===== src/rtl/ulpi_pkg.sv =====
// ULPI shared encodings: RX CMD fields, linestates and TX CMD prefixes.
// Imported by the RX decoder, the TX/register block and the chirp detector.
package ulpi_pkg;

  typedef enum logic [1:0] {
    RXEV_NONE       = 2'b00,
    RXEV_ACTIVE     = 2'b01,
    RXEV_DISCONNECT = 2'b10,
    RXEV_ERROR      = 2'b11
  } rxev_t;

  typedef enum logic [1:0] {
    LS_SE0 = 2'b00,
    LS_J   = 2'b01,
    LS_K   = 2'b10,
    LS_SE1 = 2'b11
  } ls_t;

  // TX CMD byte bits [7:6]
  localparam logic [1:0] TXCMD_SPECIAL  = 2'b00;
  localparam logic [1:0] TXCMD_TRANSMIT = 2'b01;
  localparam logic [1:0] TXCMD_REGWR    = 2'b10;
  localparam logic [1:0] TXCMD_REGRD    = 2'b11;

  function automatic rxev_t rxcmd_event(input logic [7:0] b);
    return rxev_t'(b[5:4]);
  endfunction

endpackage


===== src/rtl/ulpi_ls_debounce.sv =====
// Linestate stability timer: counts cycles since the last linestate
// change and flags when the hold time has been reached.
module ulpi_ls_debounce #(
  parameter int STABLE_CYCLES = 150,
  parameter int CNT_W         = 16
) (
  input  logic clk,
  input  logic rst,
  input  logic clear,
  output logic stable
);

  localparam logic [CNT_W-1:0] LIMIT = CNT_W'(STABLE_CYCLES);

  logic [CNT_W-1:0] cnt;
  logic [CNT_W-1:0] cnt_nxt;

  always_comb begin
    cnt_nxt = cnt;
    if (clear)
      cnt_nxt = '0;
    else if (cnt != LIMIT)
      cnt_nxt = cnt + CNT_W'(1);
  end

  always_ff @(posedge clk) begin
    if (rst) begin
      cnt    <= '0;
      stable <= 1'b0;
    end else begin
      cnt    <= cnt_nxt;
      stable <= (cnt_nxt == LIMIT);
    end
  end

endmodule


===== src/rtl/ulpi_rx_decoder.sv =====
// ULPI receive front end: bus turnaround tracking, RX CMD decode
// and framing of received packet bytes.
module ulpi_rx_decoder
  import ulpi_pkg::*;
#(
  parameter int LS_STABLE_CYCLES = 150,
  parameter int LS_CNT_W         = 16
) (
  input  logic       USB_CLKIN,
  input  logic       RST,
  input  logic [7:0] USB_DATA_IN,
  input  logic       USB_DIR,
  input  logic       USB_NXT,
  output logic       BUS_OWNED,
  output logic [1:0] LINESTATE,
  output logic [1:0] VBUS_STATE,
  output logic       RX_ACTIVE,
  output logic       RX_ERROR,
  output logic       HOST_DISCONNECT,
  output logic       RXCMD_STB,
  output logic [7:0] RX_DATA,
  output logic       RX_VALID,
  output logic       RX_SOP,
  output logic       RX_EOP,
  output logic       LINESTATE_STABLE
);

  logic  dir_q;
  logic  turn;
  logic  is_cmd;
  logic  is_byte;
  logic  pkt_byte;
  logic  act_nxt;
  logic  rise;
  logic  fall;
  logic  first_q;
  logic  got_q;
  logic  ls_chg;
  rxev_t ev;

  assign turn     = USB_DIR != dir_q;
  assign is_cmd   = USB_DIR && !USB_NXT && !turn;
  assign is_byte  = USB_DIR && USB_NXT && !turn;
  assign pkt_byte = is_byte && RX_ACTIVE;
  assign ev       = rxcmd_event(USB_DATA_IN);
  assign ls_chg   = is_cmd && (USB_DATA_IN[1:0] != LINESTATE);

  // NXT on the rising turnaround is the PHY's early receive start
  always_comb begin
    act_nxt = RX_ACTIVE;
    unique case (1'b1)
      turn && USB_DIR:  act_nxt = RX_ACTIVE || USB_NXT;
      turn && !USB_DIR: act_nxt = 1'b0;
      is_cmd:           act_nxt = ev inside {RXEV_ACTIVE, RXEV_ERROR};
      default: ;
    endcase
  end

  assign rise = act_nxt && !RX_ACTIVE;
  assign fall = !act_nxt && RX_ACTIVE;

  always_ff @(posedge USB_CLKIN) begin
    if (RST) begin
      dir_q           <= 1'b0;
      BUS_OWNED       <= 1'b0;
      LINESTATE       <= LS_J;
      VBUS_STATE      <= 2'b00;
      RX_ACTIVE       <= 1'b0;
      RX_ERROR        <= 1'b0;
      HOST_DISCONNECT <= 1'b0;
      RXCMD_STB       <= 1'b0;
      RX_DATA         <= 8'h00;
      RX_VALID        <= 1'b0;
      RX_SOP          <= 1'b0;
      RX_EOP          <= 1'b0;
      first_q         <= 1'b0;
      got_q           <= 1'b0;
    end else begin
      dir_q     <= USB_DIR;
      BUS_OWNED <= USB_DIR && dir_q;
      RX_ACTIVE <= act_nxt;
      RXCMD_STB <= is_cmd;
      RX_VALID  <= is_byte;
      RX_SOP    <= pkt_byte && first_q;
      RX_EOP    <= fall && got_q;
      if (is_byte)
        RX_DATA <= USB_DATA_IN;
      if (is_cmd) begin
        LINESTATE       <= USB_DATA_IN[1:0];
        VBUS_STATE      <= USB_DATA_IN[3:2];
        HOST_DISCONNECT <= (ev == RXEV_DISCONNECT);
      end
      if (rise)
        first_q <= 1'b1;
      else if (pkt_byte)
        first_q <= 1'b0;
      if (rise || fall)
        got_q <= 1'b0;
      else if (pkt_byte)
        got_q <= 1'b1;
      // error is sticky across EOP and only a new packet clears it
      if (pkt_byte && first_q)
        RX_ERROR <= 1'b0;
      else if ((is_byte && !RX_ACTIVE) || (is_cmd && ev == RXEV_ERROR))
        RX_ERROR <= 1'b1;
    end
  end

  ulpi_ls_debounce #(
    .STABLE_CYCLES(LS_STABLE_CYCLES),
    .CNT_W        (LS_CNT_W)
  ) u_debounce (
    .clk   (USB_CLKIN),
    .rst   (RST),
    .clear (ls_chg),
    .stable(LINESTATE_STABLE)
  );

endmodule

===== config.mk =====
export PLATFORM = sky130hd
export DESIGN_NAME = ulpi_rx_decoder
export DESIGN_NICKNAME = d
export VERILOG_FILES = /design/src/rtl/ulpi_pkg.sv /design/src/rtl/ulpi_ls_debounce.sv /design/src/rtl/ulpi_rx_decoder.sv
export SDC_FILE = /design/constraint.sdc
export NUM_CORES = 1
export LEC_CHECK = 0
export CAP_MARGIN = 25
export CORE_UTILIZATION = 53
export CTS_CLUSTER_SIZE = 8
export DETAILED_ROUTE_END_ITERATION = 10
export PLACE_DENSITY = 0.79
export SLEW_MARGIN = 20
export SYNTH_ARGS = -nofsm -noshare
export SYNTH_HDL_FRONTEND = slang
export SYNTH_HIERARCHICAL = 1
export SYNTH_SLANG_ARGS = --single-unit

===== constraint.sdc =====
create_clock -name USB_CLKIN -period 2.91 [get_ports USB_CLKIN]
set_input_delay 0.582 -clock USB_CLKIN [delete_from_list [all_inputs] [get_ports USB_CLKIN]]
set_output_delay 0.582 -clock USB_CLKIN [all_outputs]
set_load 0.05 [all_outputs]

==> summary.txt <==
Pwr
  • Combinational fraction of design power: 0.146
  • Int Pwr: around 0.95 mW
  • Sequential cell fraction of total power: 0.464
  • Static Leak: 0.9383 nW
  • Power Density: 504.4 nW/um^2
  • Sw power: roughly 0.31 mW
  • Clk network pwr share: 0.391
  • Maximum VDD drop: 0.0003473 V
  • Overall power: ~1.3 mW
  • Sw Ratio: 0.2449

Timing
  • Final period utilization: 0.8400
  • Worst clock skew: 0.004403 ns
  • Unrepaired setup endpoints after global routing: false
  • Final hold vios: 0
  • Min Tclk post-route: roughly 2.4 ns
  • Slew margin rel.: 0.6562
  • Final TNS setup: 0 ns
  • Fmax: between 400 and 500 MHz
  • Max-slew violations: 0
  • Hold Slack: ~0.44 ns
  • Setup violations, final: 0
  • Actual slew at the worst max-slew pin: about 0.51 ns

Clocking
  • Inserted Clock Buffers: 5
  • Clk_lat worst skew: ~0.29 ns
  • Clk pin slew, worst setup/hold paths: approximately 0.08 ns
  • Clk buf depth: 2
  • Post-CTS Setup Bufs: 0
  • Cts hold-fix bufs: 0
  • CTS Sinks: 40
  • H-tree levels: 2
  • CTS resizes: 0
  • Clock root cell: clkbuf_8
  • CTS tree: built

Synth
  • Synth area leaders: dfxtp_1 40%, nor2_1 5.0%, xnor2_1 4.8%
  • Top cell type by total area after synthesis: dfxtp_1
  • Commonest cells post-synth: 40 x dfxtp_1, 27 x nor2_1, 25 x nand2_1
  • EDFF count, synth: 0
  • Ys flop type: dfxtp_1
  • Most frequent cell after synthesis: dfxtp_1
  • Synth top area share: 0.3973
  • Synth async-reset ratio: 0
  • Cells after Synth: 221
  • Synth Register Bits: 40
  • Sequential-to-total area share from yosys stat: 0.3973
  • Synth cell types: 52
  • Mapped Nets: around 240
  • Synthesis Warnings: 6
  • Post-Syn Area: roughly 2000 sq um
  • Avg Synthesized Cell Area: between 9 and 10 sq um

Placed design
  • Post-DP HPWL: approximately 2800 um
  • Placer Congestion: between 0.8 and 0.9
  • PortBufs: 32

Route
  • Vias/cell: 5.388
  • DRC Markers: 0
  • Avg WL per Cell: 13.11 um
  • Detail Route Antenna Nets: 0
  • 1st-iter DRT viols: 83
  • DRT Wirelength: 3985 um
  • Drt first pass iters: 4
  • Via count: about 1600

Cells and area
  • Final net count: 273
  • Antenna cells: 0
  • Layout cells sized above 1: 0.1211
  • Area delta synth->final: 23.46%

GRT
  • GRT overflow: 0
  • Vias in the first global route: 1574
  • Total global-route track usage: 0.2261
  • Antenna violations before repair: 0
  • Largest net degree at the start of global routing: 27
  • Global-route wire length before repair: 7210 um

Floorplanning
  • Number of cell rows: 22
  • I/O pin count: 33
  • Core Footprint: 3661 sq um
  • Die ar.: about 4100 sq um
  • Initial Utilization: 0.5506
  • Die Ht: between 60 and 70 um
  • Die width: about 64 um

Setup path
  • Crit-path max cell delay: 0.43 ns
  • CP Cell Sequence: clkdlybuf4s50_1 -> ha_1 -> nand3b_4 -> a21oi_1 -> or2_1 -> o21bai_4 -> nor4_2 -> nand4_1 -> a2111oi_2
  • Reg2Reg Setup Slack: approximately 0.80 ns
  • Type of origin of the critical path: primary input
  • WP data required: between 3 and 4 ns
  • Critical path type: in2reg
  • Crit-path max FO: 2
  • CP max-delay cell: clkdlybuf4s50_1
  • Setup crit end kind: flop
  • Reg2reg start: u_debounce/cnt[0]
  • CP startpoint: USB_DIR
  • Critical Path AT: roughly 2.6 ns

Run status
  • Status: complete, no violations

Flow run
  • Max Cap Violations: 0

Min path
  • HP Start: got_q
  • Min-Delay Path Class: reg2reg
==> power groups by stage <==
stage | Combinational [mW] | Sequential, mW | Clock [mW]
2_1_floorplan | 0.0881 | 0.626 | 0
3_3_place_gp | 0.182 | 0.594 | 0
3_5_place_dp | 0.183 | 0.595 | 0
4_1_cts | 0.184 | 0.582 | 0.504
5_1_grt | 0.200 | 0.585 | 0.529
6_report | 0.183 | 0.582 | 0.490
==> worst max-delay path: cells and delay by family <==
kind | cells | cell delay, ns
fa+ha+maj | 1 | 0.36
compound gates | 3 | 0.51
buf+inv | 1 | 0.43
simple gates | 4 | 0.76
==> cell usage in the layout, fill, tap and decap left out, types with 2 or more instances in the layout <==
master            n
nor4_1            4
nand2_1          25
a31oi_1           3
nor2_1           27
xor2_1            4
mux2i_1           5
clkdlybuf4s50_1  32
nand4_1           4
xnor2_1          11
dfxtp_1          40
and3_1            3
nand4_4           2
clkbuf_8          7
ha_1              6
nor3_1            2
nand3_1           9
buf_4             8
o21ai_0           2
a21o_1            3
nor2b_1           4
nor3b_1           2
inv_1             8
a21oi_1          13
or2_1             2
nand2b_1          3
==> area by class of cell <==
type | count | area, sq um
fill | 291 | 1172
clock buffer | 7 | 96.34
inverter | 8 | 30.03
sequential | 40 | 800.8
timing repair buffer | 40 | 380.4
clock inverter | 1 | 30.03
multi-input combinational | 160 | 1091
tap | 48 | 60.06
==> state kept, by name, indices dropped and copies added (netlist names), 2 cells and up <==
register        cells
VBUS_STATE          2
LINESTATE           2
u_debounce/cnt     16
RX_DATA             8
==> cell families after synthesis <==
family                   Yosys count  share of synthesized area
AND/OR/NAND/NOR                   99                     0.2849
buffers and inverters             21                    0.06145
AO/OA/AOI/OAI                     32                     0.1105
adder cells (fa/ha/maj)            7                    0.04221
multiplexers                       6                    0.03042
XOR/XNOR                          16                    0.07325
flip-flops                        40                     0.3973
==> final timing paths <==
| check | depth (start not counted) | endpoint |
|---|---|---|
| hold reg to reg | 2 | RX_EOP |
| setup reg to reg | 6 | u_debounce/stable |
| hold / removal | 2 | RX_EOP |
| setup / recovery | 9 | u_debounce/stable |
==> per-layer routing <==
layer,vias up,global-route usage,wire (um),part of all wire
li1,826,-,-,-
met5,-,0,0,0
met1,770,0.2746,1761,0.44
met2,34,0.3723,1915,0.48
met4,0,0.07670,64,0.016
met3,8,0.07246,244,0.061
==> through the flow <==
step	util	cells	area (sq um)	worst slack (ns)
final	0.6798	304	2489	0.4655
after global routing	0.6798	304	2489	0.4079
after CTS	0.6798	304	2489	0.4678
after detailed placement	0.6452	296	2362	0.2090
after global placement	0.6452	296	2362	0.2428
after floorplan	-	221	2016	0.4620
Note: power is estimated with default switching activity, not from simulation.
